**src/rtl/im_pkg.sv**
```systemverilog
// Shared types and widths for the instruction-memory program loader.
package im_pkg;
   typedef enum logic [2:0] {
      IDLE, LEN_HI, LEN_LO, DATA, CSUM, DONE, ERR
   } im_state_e;

   localparam int IM_SIZE = 128;
   localparam int WORD_W  = 32;
   localparam int BYTE_W  = 8;
   localparam int LEN_W   = 16;
endpackage

```
**src/rtl/im_word_pack.sv**
```systemverilog
// Packs four bytes, MSB first, into one 32-bit word; pulses w_word_valid with the 4th byte.
module im_word_pack import im_pkg::*; (
   input  logic              i_clk,
   input  logic              i_rst_n,
   input  logic              i_clr,
   input  logic              i_byte_valid,
   input  logic [BYTE_W-1:0] i_byte,
   output logic              o_word_valid,
   output logic [WORD_W-1:0] o_word
);
   logic [1:0]        r_cnt;
   logic [WORD_W-1:0] r_sr;

   // The word is presented combinationally so the owner can register it on the 4th byte.
   assign o_word_valid = i_byte_valid && (r_cnt == 2'd3);
   assign o_word       = {r_sr[WORD_W-BYTE_W-1:0], i_byte};

   always_ff @(posedge i_clk or negedge i_rst_n) begin
      if (!i_rst_n) begin
         r_cnt <= '0;
         r_sr  <= '0;
      end else if (i_clr) begin
         r_cnt <= '0;
         r_sr  <= '0;
      end else if (i_byte_valid) begin
         r_cnt <= r_cnt + 2'd1;
         r_sr  <= o_word;
      end
   end
endmodule

```
**src/rtl/im_loader.sv**
```systemverilog
// Framed byte-stream program loader: length, big-endian words, 8-bit checksum.
module im_loader import im_pkg::*; #(
   parameter int SIZE = IM_SIZE
) (
   input  logic              i_clk,
   input  logic              i_rst_n,
   input  logic              i_start,
   input  logic              i_in_valid,
   input  logic [BYTE_W-1:0] i_in_data,
   output logic              o_in_ready,
   output logic              o_we,
   output logic [WORD_W-1:0] o_waddr,
   output logic [WORD_W-1:0] o_wdata,
   output logic              o_busy,
   output logic              o_hold_cpu,
   output logic              o_done,
   output logic              o_err
);
   im_state_e         r_state;
   logic              r_busy, r_we, r_done, r_err;
   logic [BYTE_W-1:0] r_len_hi, r_sum;
   logic [LEN_W-1:0]  r_n, r_idx;
   logic [WORD_W-1:0] r_waddr, r_wdata;

   logic              w_fire, w_clr, w_wv;
   logic [WORD_W-1:0] w_word;
   logic [LEN_W-1:0]  w_n;

   assign w_fire = i_in_valid && r_busy;
   assign w_clr  = i_start && (r_state == IDLE || r_state == DONE || r_state == ERR);
   assign w_n    = {r_len_hi, i_in_data};

   im_word_pack u_pack (
      .i_clk        (i_clk),
      .i_rst_n      (i_rst_n),
      .i_clr        (w_clr),
      .i_byte_valid (w_fire && r_state == DATA),
      .i_byte       (i_in_data),
      .o_word_valid (w_wv),
      .o_word       (w_word)
   );

   always_ff @(posedge i_clk or negedge i_rst_n) begin
      if (!i_rst_n) begin
         r_state  <= IDLE;
         r_busy   <= 1'b0;
         r_we     <= 1'b0;
         r_done   <= 1'b0;
         r_err    <= 1'b0;
         r_len_hi <= '0;
         r_sum    <= '0;
         r_n      <= '0;
         r_idx    <= '0;
         r_waddr  <= '0;
         r_wdata  <= '0;
      end else begin
         r_we <= 1'b0;
         if (w_wv) begin
            r_we    <= 1'b1;
            r_waddr <= {{(WORD_W-LEN_W-2){1'b0}}, r_idx, 2'b00};
            r_wdata <= w_word;
            r_idx   <= r_idx + LEN_W'(1);
         end
         case (r_state)
            IDLE, DONE, ERR: if (i_start) begin
               r_state <= LEN_HI;
               r_busy  <= 1'b1;
               r_done  <= 1'b0;
               r_err   <= 1'b0;
               r_sum   <= '0;
               r_idx   <= '0;
            end
            LEN_HI: if (w_fire) begin
               r_len_hi <= i_in_data;
               r_sum    <= r_sum + i_in_data;
               r_state  <= LEN_LO;
            end
            LEN_LO: if (w_fire) begin
               r_n   <= w_n;
               r_sum <= r_sum + i_in_data;
               if (w_n == '0) begin
                  r_state <= CSUM;
               end else if (w_n > LEN_W'(SIZE)) begin
                  r_state <= ERR;
                  r_busy  <= 1'b0;
                  r_err   <= 1'b1;
               end else begin
                  r_state <= DATA;
               end
            end
            DATA: if (w_fire) begin
               r_sum <= r_sum + i_in_data;
               // Last byte of word N-1 closes the data phase.
               if (w_wv && r_idx == r_n - LEN_W'(1)) r_state <= CSUM;
            end
            CSUM: if (w_fire) begin
               r_busy <= 1'b0;
               if (i_in_data == r_sum) begin
                  r_state <= DONE;
                  r_done  <= 1'b1;
               end else begin
                  r_state <= ERR;
                  r_err   <= 1'b1;
               end
            end
            default: r_state <= IDLE;
         endcase
      end
   end

   assign o_in_ready = r_busy;
   assign o_busy     = r_busy;
   assign o_hold_cpu = r_busy;
   assign o_we       = r_we;
   assign o_waddr    = r_waddr;
   assign o_wdata    = r_wdata;
   assign o_done     = r_done;
   assign o_err      = r_err;
endmodule

```
**config.mk**
```make
export PLATFORM = sky130hd
export DESIGN_NAME = im_loader
export DESIGN_NICKNAME = d
export VERILOG_FILES = /design/src/rtl/im_pkg.sv /design/src/rtl/im_word_pack.sv /design/src/rtl/im_loader.sv
export SDC_FILE = /design/constraint.sdc
export NUM_CORES = 1
export LEC_CHECK = 0
export ABC_CLOCK_PERIOD_IN_PS = 2600
export CORE_UTILIZATION = 50
export CTS_CLUSTER_SIZE = 20
export DETAILED_ROUTE_END_ITERATION = 8
export GPL_TIMING_DRIVEN = 0
export PLACE_DENSITY = 0.79
export SYNTH_ARGS = -nofsm -noshare
export SYNTH_HDL_FRONTEND = slang
export SYNTH_SLANG_ARGS = --single-unit
```
**constraint.sdc**
```tcl
create_clock -name i_clk -period 2.6 [get_ports i_clk]
set_input_delay 0.39 -clock i_clk [delete_from_list [all_inputs] [get_ports i_clk]]
set_output_delay 0.39 -clock i_clk [all_outputs]
set_load 0.01 [all_outputs]
```
==> results by group <==
Worst setup path
  – Critical path fanouts, max: 3
  – Worst path arrival time: 2.88 ns
  – Startpoint Class: flop
  – Crit end category: flop
  – Worst endpoint required time: 2.90 ns
  – Crit path kind: flop to flop

Run
  – Maxcap violations: 0

STA
  – Worst Max-Slew Pin Slew: 0.940 ns
  – Min Tclk post-route: 2.58 ns
  – Relative slew slack: 0.368
  – Fin. max-slew vios: 0
  – Fmax: 387 MHz
  – Fin. Hold Viols: 0
  – Endpoints failing setup: 0
  – Final setup TNS: 0 ns
  – Crit share post-route: 0.993
  – RSZ-0062 raised after global routing: yes
  – Post-route clock skew: 0.00757 ns
  – Worst Hold Margin: 0.411 ns

Status
  – Status: completed

Floorplanning
  – Starting Density: 0.510
  – Row Count: 41
  – Core area: 0.0126 sq mm
  – # IOs: 82
  – Die H: 115 microns
  – Chip Width: 115 microns
  – Die area: 0.0133 sq mm

Placement
  – DP HPWL: 10900 microns
  – Placed standard-cell area: 0.00734 sq mm
  – IO Port Bufs: 63
  – GPL Wtd Cong: 0.907

Power and ir drop
  – Pwr/cell area: 906 mW/mm^2
  – Max rail drop VDD: 0.000567 V
  – LEAKAGE: 3.76 nW
  – Tot Pwr: 7.30 mW

Synthesis
  – YS warnings: 0
  – Avg Synthesized Cell Area: 9.12 sq um
  – Main synth FF type: dfrtp_1
  – Unique masters post-synth: 66
  – Post-synth EDFFs: 0
  – Post-synthesis sequential area ratio: 0.503
  – FFs w/ async S/R, synth: 1.00
  – Post-Syn Area: 0.00641 sq mm
  – #FFs+latches synth: 129
  – Post-Syn Instances: 703

Layout
  – N_diodes: 0
  – Nets: 830
  – Synthesis-to-finish area growth: 25.7%
  – Fraction of layout cells with a size suffix above 1: 0.116
  – Final core utilization: 0.641
  – Finished layout cell area: 0.00806 sq mm

Detailed routing
  – DRT Pass-1 Iters: 5
  – Vias per inst: 5.37
  – Max layer used: met4
  – WL met1: 7120 microns
  – DR WL met2: 7500 microns
  – Total Wirelength: 15700 microns
  – Met3 WL post-DR: 777 microns
  – Detailed Route Iter0 Violations: 368
  – Via count: 5312
  – Routed Antenna Nets: 0
  – WL/cell: 15.8 microns
  – Post-detailed-route DRC marker count: 0

Clock tree
  – CTS tree: done
  – Htree depth: 4
  – CTS max path bufs: 2
  – Worst skew pair latency: 0.42 ns
  – Root buffer cell: clkbuf_16
  – Reg clk slew, reported paths: 0.05 ns
  – Clk sinks: 129
  – Num CTS Buffers: 17

Hold path
  – Worst hold path class: primary input to flop

Global route
  – Global-route usage over all layers: 0.252
  – First-pass GRT wire length: 25300 microns
  – Largest net degree at the start of global routing: 92
  – Initial antenna violation count: 0
  – Vias in the first global route: 4997
  – Grt ovf: 0
worst max-delay path: stages, from the launching register on:
cell and delay, ns:
dfrtp_1 0.40, inv_2 0.09, ha_4 0.14, or4b_4 0.48
or4b_1 0.49, and3_4 0.21, o31ai_4 0.31, nand2_1 0.10
o31a_1 0.25
cells in the mapped netlist, types with 3 or more instances:
cell type  number  area, sq um
inv_1          18         67.6
and3_1          3         18.8
a21o_1          3         22.5
nand2_1       210          788
o21ai_0        20          100
nand3_1        11         55.1
or3_1           7         43.8
a22o_1          5         43.8
nor2b_1         5         31.3
dfrtp_1       129         3230
buf_4          19          143
or4_1           3         22.5
a21oi_1        35          175
a31oi_1         4         25.0
xnor2_1        20          175
nor3_1         15         75.1
xor2_1         18          158
nor2_1         39          146
clkbuf_1       32          120
nand4_1         8         50.1
nor4_1          8         50.1
o21a_1          5         37.5
a21boi_0        3         22.5
mux2_2         22          248
ha_1           10          125
flip-flops by register name (all words and copies together) (netlist names):
| register | count |
|---|---|
| o_busy | 1 |
| o_done | 1 |
| o_err | 1 |
| o_waddr | 16 |
| o_wdata | 32 |
| o_we | 1 |
| r_idx | 16 |
| r_len_hi | 8 |
| r_n | 16 |
| r_state | 3 |
| r_sum | 8 |
| u_pack.r_cnt | 2 |
| u_pack.r_sr | 24 |
metrics by stage:
| stage | setup slack [ns] | instances |
|---|---|---|
| after floorplan | 0.156 | 718 |
| after global placement | -3.57 | 953 |
| after detailed placement | -0.410 | 954 |
| after CTS | 0.000581 | 990 |
| after global routing | -0.0161 | 990 |
| final | 0.0178 | 990 |
cell usage in the layout (no fill, tap or decap), types with 4 or more instances in the layout:
master,Yosys,routed
a31oi_1,4,4
buf_4,19,25
nand3_1,11,11
inv_1,18,16
or3_1,7,7
nor2b_1,5,5
nor3_1,15,15
xor2_1,18,18
o21a_1,5,5
nand2_1,210,210
nor4_1,8,5
nand4_1,8,8
ha_1,10,9
mux2_2,22,22
xnor2_1,20,20
a21oi_1,35,34
nor2_1,39,38
conb_1,1,16
a22o_1,5,5
dfrtp_1,129,128
clkbuf_16,0,17
clkbuf_1,32,32
o21ai_0,20,19
clkdlybuf4s50_1,0,60
timing repair:
action | in CTS | in global routing
pin swaps | 3 | 4
endpoints found under the hold margin | 38 | 0
gates resized for setup | 3 | 18
endpoints found under the setup margin | 3 | 78
hold buffers | 1 | 0
setup buffers | 5 | 1
gates cloned | 0 | 0
final cells by class:
class / count / area (sq um)
clock inverter: 8 / 130
fill: 1014 / 4510
multi-input combinational: 517 / 2950
tap: 172 / 215
buffer: 53 / 280
timing repair buffer: 71 / 719
sequential: 129 / 3230
clock buffer: 22 / 464
inverter: 18 / 67.6
kinds of logic after synthesis:
family | synth area share
simple gates | 0.223
flops | 0.503
compound gates | 0.102
buf+inv | 0.0544
xor+xnor | 0.0519
mux | 0.0418
fa+ha+maj | 0.0226
other cells | 0.000585
layer usage:
layer	up-vias	GRT usage
met2	175	0.397
met5	-	0
met4	0	0.0961
met3	21	0.0564
met1	2579	0.339
li1	2537	-
where the power goes:
group | total (mW) | switching (mW) | internal (mW)
sequential | 2.71 | 0.369 | 2.34
clock | 2.39 | 0.844 | 1.55
combinational | 2.20 | 1.22 | 0.973
total | 7.30 | 2.44 | 4.87
worst paths after layout:
path / endpoint / depth (start not counted) / startpoint / slack [ns]
max: r_state[1]$_DFFE_PN0P_ / 8 / r_n[1]$_DFFE_PN0P_ / 0.02
min: o_wdata[0]$_DFFE_PN0P_ / 3 / i_in_data[0] / 0.41
max reg2reg: r_state[1]$_DFFE_PN0P_ / 8 / r_n[1]$_DFFE_PN0P_ / 0.02
min reg2reg: o_waddr[7]$_DFFE_PN0P_ / 2 / o_waddr[7]$_DFFE_PN0P_ / 0.46
max in group asynchronous: r_n[2]$_DFFE_PN0P_ / 3 / i_rst_n / 1.37
min in group asynchronous: o_wdata[21]$_DFFE_PN0P_ / 2 / i_rst_n / 0.45
(Power assumes the default switching activity.)
